==> config.mk <==
export PLATFORM = sky130hd
export DESIGN_NAME = muldiv_sequencer
export DESIGN_NICKNAME = d
export VERILOG_FILES = /design/src/rtl/muldiv_sequencer.sv
export SDC_FILE = /design/constraint.sdc
export NUM_CORES = 1
export LEC_CHECK = 0
export CAP_MARGIN = 25
export CORE_ASPECT_RATIO = 1.4
export CORE_MARGIN = 2
export CORE_UTILIZATION = 50
export DETAILED_ROUTE_END_ITERATION = 6
export PLACE_DENSITY = 0.8
export SETUP_SLACK_MARGIN = 0.05
export SYNTH_ARGS = -nofsm -noshare
export SYNTH_HDL_FRONTEND = slang
export SYNTH_SLANG_ARGS = --single-unit
==> constraint.sdc <==
create_clock -name clock -period 7.95 [get_ports clock]
set_input_delay 1.59 -clock clock [delete_from_list [all_inputs] [get_ports clock]]
set_output_delay 1.59 -clock clock [all_outputs]
set_load 0.01 [all_outputs]
==> src/rtl/muldiv_sequencer.sv <==
// HI/LO owner for the MIPS mult/multu/div/divu group: a 32-step shift-add /
// restoring-divide sequencer with a sign-fixup cycle, plus mthi/mtlo/mfhi/mflo.
//
// Handshake: a request is Md_valid with a recognised funct. In IDLE it is
// consumed at the rising edge. While Busy it is refused by Stall and must be
// held by the pipeline until it is consumed. Unrecognised functs are ignored.
module muldiv_sequencer #(
  parameter int ITER = 32
) (
  input  logic        clock,
  input  logic        reset,
  input  logic        Md_valid,
  input  logic [5:0]  Function_opcode,
  input  logic [31:0] Read_data_1,
  input  logic [31:0] Read_data_2,
  output logic        Busy,
  output logic        Done,
  output logic        Stall,
  output logic [31:0] Hi,
  output logic [31:0] Lo,
  output logic [31:0] Mf_Result
);

  localparam int CW = $clog2(ITER);
  localparam logic [CW-1:0] CNT_LAST = CW'(ITER - 1);

  localparam logic [1:0] S_IDLE = 2'd0;
  localparam logic [1:0] S_CALC = 2'd1;
  localparam logic [1:0] S_FIX  = 2'd2;

  localparam logic [5:0] F_MFHI = 6'b010000;
  localparam logic [5:0] F_MTHI = 6'b010001;
  localparam logic [5:0] F_MFLO = 6'b010010;
  localparam logic [5:0] F_MTLO = 6'b010011;

  logic [1:0]    state_q, state_d;
  logic [CW-1:0] cnt_q, cnt_d;
  logic [63:0]   acc_q, acc_d;
  logic [31:0]   opnd_q, opnd_d;
  logic [31:0]   rs_q, rs_d;
  logic          sgn_q, sgn_d;
  logic          sa_q, sa_d;
  logic          sb_q, sb_d;
  logic          div_q, div_d;
  logic          dz_q, dz_d;
  logic          ovf_q, ovf_d;
  logic [31:0]   hi_q, hi_d;
  logic [31:0]   lo_q, lo_d;
  logic          done_q, done_d;

  // Decode: arithmetic ops are 0110xx, HI/LO moves are 0100xx.
  logic arith_f, hilo_f, recog_f;
  assign arith_f = (Function_opcode[5:2] == 4'b0110);
  assign hilo_f  = (Function_opcode[5:2] == 4'b0100);
  assign recog_f = arith_f | hilo_f;

  assign Busy  = (state_q != S_IDLE);
  assign Done  = done_q;
  assign Stall = Md_valid & recog_f & Busy;
  assign Hi    = hi_q;
  assign Lo    = lo_q;

  always_comb begin
    Mf_Result = 32'd0;
    if (Function_opcode == F_MFHI) Mf_Result = hi_q;
    else if (Function_opcode == F_MFLO) Mf_Result = lo_q;
  end

  // Operand magnitudes: funct[0]=0 means signed, funct[1]=1 means divide.
  logic        op_signed, in_sa, in_sb;
  logic [31:0] mag_a, mag_b;
  assign op_signed = ~Function_opcode[0];
  assign in_sa     = op_signed & Read_data_1[31];
  assign in_sb     = op_signed & Read_data_2[31];
  assign mag_a     = in_sa ? (32'd0 - Read_data_1) : Read_data_1;
  assign mag_b     = in_sb ? (32'd0 - Read_data_2) : Read_data_2;

  // Multiply step: acc = {partial product, remaining multiplier bits}.
  logic [32:0] mul_sum;
  logic [63:0] mul_next;
  assign mul_sum  = {1'b0, acc_q[63:32]} + (acc_q[0] ? {1'b0, opnd_q} : 33'd0);
  assign mul_next = {mul_sum, acc_q[31:1]};

  // Divide step: acc = {partial remainder, dividend bits / quotient bits}.
  // The shifted remainder is below 2*divisor, so bit 32 of the 33-bit
  // difference is a reliable sign.
  logic [32:0] div_shift, div_diff;
  logic        div_ge;
  logic [63:0] div_next;
  assign div_shift = acc_q[63:31];
  assign div_diff  = div_shift - {1'b0, opnd_q};
  assign div_ge    = ~div_diff[32];
  assign div_next  = {(div_ge ? div_diff[31:0] : div_shift[31:0]), acc_q[30:0], div_ge};

  logic [63:0] prod_fix;
  logic [31:0] quo_fix, rem_fix;
  assign prod_fix = (sgn_q & (sa_q ^ sb_q)) ? (64'd0 - acc_q) : acc_q;
  assign quo_fix  = (sgn_q & (sa_q ^ sb_q)) ? (32'd0 - acc_q[31:0]) : acc_q[31:0];
  assign rem_fix  = (sgn_q & sa_q) ? (32'd0 - acc_q[63:32]) : acc_q[63:32];

  always_comb begin
    state_d = state_q;
    cnt_d   = cnt_q;
    acc_d   = acc_q;
    opnd_d  = opnd_q;
    rs_d    = rs_q;
    sgn_d   = sgn_q;
    sa_d    = sa_q;
    sb_d    = sb_q;
    div_d   = div_q;
    dz_d    = dz_q;
    ovf_d   = ovf_q;
    hi_d    = hi_q;
    lo_d    = lo_q;
    done_d  = 1'b0;
    case (state_q)
      S_IDLE: begin
        if (Md_valid && arith_f) begin
          state_d = S_CALC;
          cnt_d   = '0;
          acc_d   = Function_opcode[1] ? {32'd0, mag_a} : {32'd0, mag_b};
          opnd_d  = Function_opcode[1] ? mag_b : mag_a;
          rs_d    = Read_data_1;
          sgn_d   = op_signed;
          sa_d    = in_sa;
          sb_d    = in_sb;
          div_d   = Function_opcode[1];
          dz_d    = (Read_data_2 == 32'd0);
          ovf_d   = op_signed & (Read_data_1 == 32'h8000_0000) &
                    (Read_data_2 == 32'hFFFF_FFFF);
        end else if (Md_valid && Function_opcode == F_MTHI) begin
          hi_d = Read_data_1;
        end else if (Md_valid && Function_opcode == F_MTLO) begin
          lo_d = Read_data_1;
        end
      end
      S_CALC: begin
        acc_d = div_q ? div_next : mul_next;
        cnt_d = cnt_q + 1'b1;
        if (cnt_q == CNT_LAST) state_d = S_FIX;
      end
      S_FIX: begin
        if (div_q) begin
          if (dz_q) begin
            hi_d = rs_q;
            lo_d = 32'hFFFF_FFFF;
          end else if (ovf_q) begin
            hi_d = 32'd0;
            lo_d = 32'h8000_0000;
          end else begin
            hi_d = rem_fix;
            lo_d = quo_fix;
          end
        end else begin
          hi_d = prod_fix[63:32];
          lo_d = prod_fix[31:0];
        end
        done_d  = 1'b1;
        state_d = S_IDLE;
      end
      default: state_d = S_IDLE;
    endcase
  end

  always_ff @(posedge clock) begin
    if (reset) begin
      state_q <= S_IDLE;
      cnt_q   <= '0;
      acc_q   <= '0;
      opnd_q  <= '0;
      rs_q    <= '0;
      sgn_q   <= 1'b0;
      sa_q    <= 1'b0;
      sb_q    <= 1'b0;
      div_q   <= 1'b0;
      dz_q    <= 1'b0;
      ovf_q   <= 1'b0;
      hi_q    <= '0;
      lo_q    <= '0;
      done_q  <= 1'b0;
    end else begin
      state_q <= state_d;
      cnt_q   <= cnt_d;
      acc_q   <= acc_d;
      opnd_q  <= opnd_d;
      rs_q    <= rs_d;
      sgn_q   <= sgn_d;
      sa_q    <= sa_d;
      sb_q    <= sb_d;
      div_q   <= div_d;
      dz_q    <= dz_d;
      ovf_q   <= ovf_d;
      hi_q    <= hi_d;
      lo_q    <= lo_d;
      done_q  <= done_d;
    end
  end

endmodule

==> flow_summary.json <==
{
  "min_period_ns": 5.15,
  "ant_nets": 0,
  "comb_power_share": 0.191,
  "drive_gt1_frac": 0.0393,
  "firstDrtPassIters": 6,
  "antenna_found_initial": 1,
  "ir_drop_uv": 149,
  "synth.avg_cell_area_sq_um": 7.17,
  "yosys_warnings": 0,
  "slowest_delay_ns": 0.71,
  "routed_wirelength_um": 65400,
  "ys_seq_area_frac": 0.241,
  "cp_num_buf_inv": 3,
  "grt_max_degree": 75,
  "fmax_ghz": 0.194,
  "synth_cells": 2388,
  "clock_skew_ns": 0.0161,
  "synthTopCellsByArea": "dfxtp_1, a21oi_1, nor2_1",
  "synth_seq_cells": 206,
  "cp.depth": 5,
  "clockRootBuffer": "clkbuf_16",
  "slew_headroom": 0.256,
  "grt_pass1_wl_um": 100000,
  "worst_pin_slew_ns": 1.11,
  "nNetsFinal": 2570,
  "grt_pass1_vias": 17900,
  "yosys.area.top_type": "dfxtp_1",
  "cp_top_family": "buffers and inverters",
  "pwr-share-clk": 0.418,
  "cp_cell_sequence": "buf_4 > buf_4 > mux2i_1 > nor2_1 > clkdlybuf4s50_1",
  "cts_inserted_buffers": 24,
  "cp.arrival_ns": 3.56,
  "cts_resized": 0,
  "cap_violations": 0,
  "finalCritPeriodShare": 0.648,
  "hold_class": "reg2reg",
  "p_sw_w": 0.000830,
  "switching_share": 0.306,
  "intPower_w": 0.00189,
  "overflow": 0,
  "p_seq_frac": 0.391,
  "required_ns": 6.36,
  "whs_ns": 0.450,
  "dpl.hpwl_um": 48500,
  "grt_use_total": 0.354,
  "area_growth_pct": 15.0,
  "ys.flop_type": "dfxtp_1",
  "grt_setup_unrepaired": "no",
  "critPathSlowestCell": "buf_4",
  "drc": 0,
  "power_density_nw_per_um2": 138,
  "whs_path_depth": 2,
  "start_util": 0.505,
  "core_sq_um": 33900,
  "htreeDepth": 1,
  "synth.distinct_cells": 74,
  "fp-row-count": 80,
  "avgRoutedWirePerCell_um": 22.6,
  "path_clk_slew_ns": 0.06,
  "ios": 172,
  "setup_tns_ns": 0,
  "cts_tree": "done",
  "cts.sink_count": 206,
  "finalHoldViolCount": 0,
  "worstSetupStartpointType": "input pin",
  "critPathMaxFanout": 74,
  "clkLatencyLatePin_ns": 0.54,
  "outcome": "complete, no violations",
  "async_flop_share": 0,
  "fp.dieW_um": 160,
  "n_antenna_cell": 0,
  "place_congestion": 1.05,
  "worstSetupPathType": "in2out",
  "drt_iter0_drc": 2063,
  "netlist_area_sq_um": 17100,
  "cts_hold_buf": 0,
  "r2r_slack_ns": 3.01,
  "cts_setup_buffers": 0,
  "n_fill_cell": 3122,
  "cts_buffer_depth": 3,
  "port_buffers": 171,
  "synth_nets": 2534,
  "crit_path_frequent_cell": "buf_4",
  "die_h_um": 223,
  "routed_via_density": 6.47,
  "synth_top_area_share": 0.241,
  "crit_path_end_kind": "output pin",
  "dieArea_sq_um": 35800,
  "reg2reg_depth": 13,
  "setup_viol": 0,
  "vias": 18700,
  "synth_edf_count": 0,
  "slew_violations": 0,
  "leakagePower_nw": 7.55
}
[power by group through the flow]
stage / Combinational [W] / Sequential, W / Clock, W
2_1_floorplan: 0.000341 / 0.00108 / 0
3_5_place_dp: 0.000500 / 0.00108 / 0
4_1_cts: 0.000503 / 0.00106 / 0.00113
5_1_grt: 0.000551 / 0.00106 / 0.00116
6_report: 0.000519 / 0.00106 / 0.00113
3_3_place_gp: 0.000490 / 0.00108 / 0
[cell usage after synthesis, drive strengths merged (21+ instances only)]
cell type  number
mux2i          91
o211ai         37
o21ai         105
buf            33
a31oi          25
inv            65
dfxtp         206
a21oi         297
o31ai          21
clkbuf        153
xnor2         122
ha             71
nor3           73
nand2         247
a221oi         26
nand3          33
a211oi         90
nor2          324
xor2           65
a21o           40
[cells in the final DEF (no fill, tap or decap), types with 16 or more instances in the layout]
cell type and count:
a31oi_1 25, xor2_1 65, ha_1 71, nand3_1 31, dfxtp_1 205, a21oi_1 296
xnor2_1 122, nor4_1 17, and2_1 18, mux2i_1 91, nor2_1 321, o31ai_1 19
a21o_1 40, nand2_1 247, clkbuf_16 25, inv_1 65, nand2b_1 16, nor3_1 72
a221oi_1 26, o211ai_1 37, clkdlybuf4s50_1 169, buf_4 26, o21ai_0 100, a211oi_1 89
[logic make-up (layout without fill, tap and decap cells)]
| kind of cell | Yosys count | after routing | share of synthesized area |
|---|---|---|---|
| AO/OA/AOI/OAI | 747 | 747 | 0.276 |
| XOR/XNOR | 187 | 187 | 0.0956 |
| AND/OR/NAND/NOR | 828 | 828 | 0.217 |
| flip-flops | 206 | 206 | 0.241 |
| multiplexers | 94 | 94 | 0.0552 |
| adder cells (fa/ha/maj) | 73 | 73 | 0.0542 |
| buffers and inverters | 253 | 305 | 0.0606 |
[final cells by class]
class	count	area, sq um	share of cell area
Sequential cell	206	4130	0.210
Clock inverter	8	85.1	0.00432
Tap cell	451	564	0.0287
Multi-Input combinational cell	1929	12000	0.610
Inverter	65	244	0.0124
Timing Repair Buffer	198	1940	0.0986
Clock buffer	34	709	0.0360
[tightest hold or removal path: stages, from the launching register on]
cell and delay [ns]:
dfxtp_1 0.31, nand2_1 0.05, a21oi_1 0.05
[metrics by stage]
stage	instances	setup WS [ns]	power (W)	utilization	area, sq um
after floorplan	2388	3.49	0.00142	-	17100
after global placement	2846	2.44	0.00157	0.555	18800
after detailed placement	2847	2.31	0.00159	0.556	18900
after CTS	2889	2.30	0.00270	0.580	19700
after global routing	2891	2.65	0.00278	0.580	19700
final	2891	2.80	0.00272	0.580	19700
[metal layers]
layer / up-vias / wire (um) / GRT usage
met5: - / 13 / 0
met4: 2 / 6650 / 0.310
met3: 302 / 5120 / 0.0489
met2: 1053 / 29900 / 0.579
met1: 8712 / 23800 / 0.404
li1: 8625 / - / -
[flip-flops by register name (all words and copies together), names as in the netlist]
signal	flops
div_q	1
ovf_q	1
sa_q	1
sgn_q	1
sb_q	1
acc_q	64
dz_q	1
Done	1
state_q	2
cnt_q	5
opnd_q	32
Lo	32
rs_q	32
Hi	32
[path summary, 6_finish.rpt]
kind,end,start
max,Mf_Result[0],Function_opcode[1]
min,opnd_q[21],opnd_q[21]
max reg2reg,acc_q[50],acc_q[31]
min reg2reg,opnd_q[21],opnd_q[21]
(Power assumes the default switching activity.)
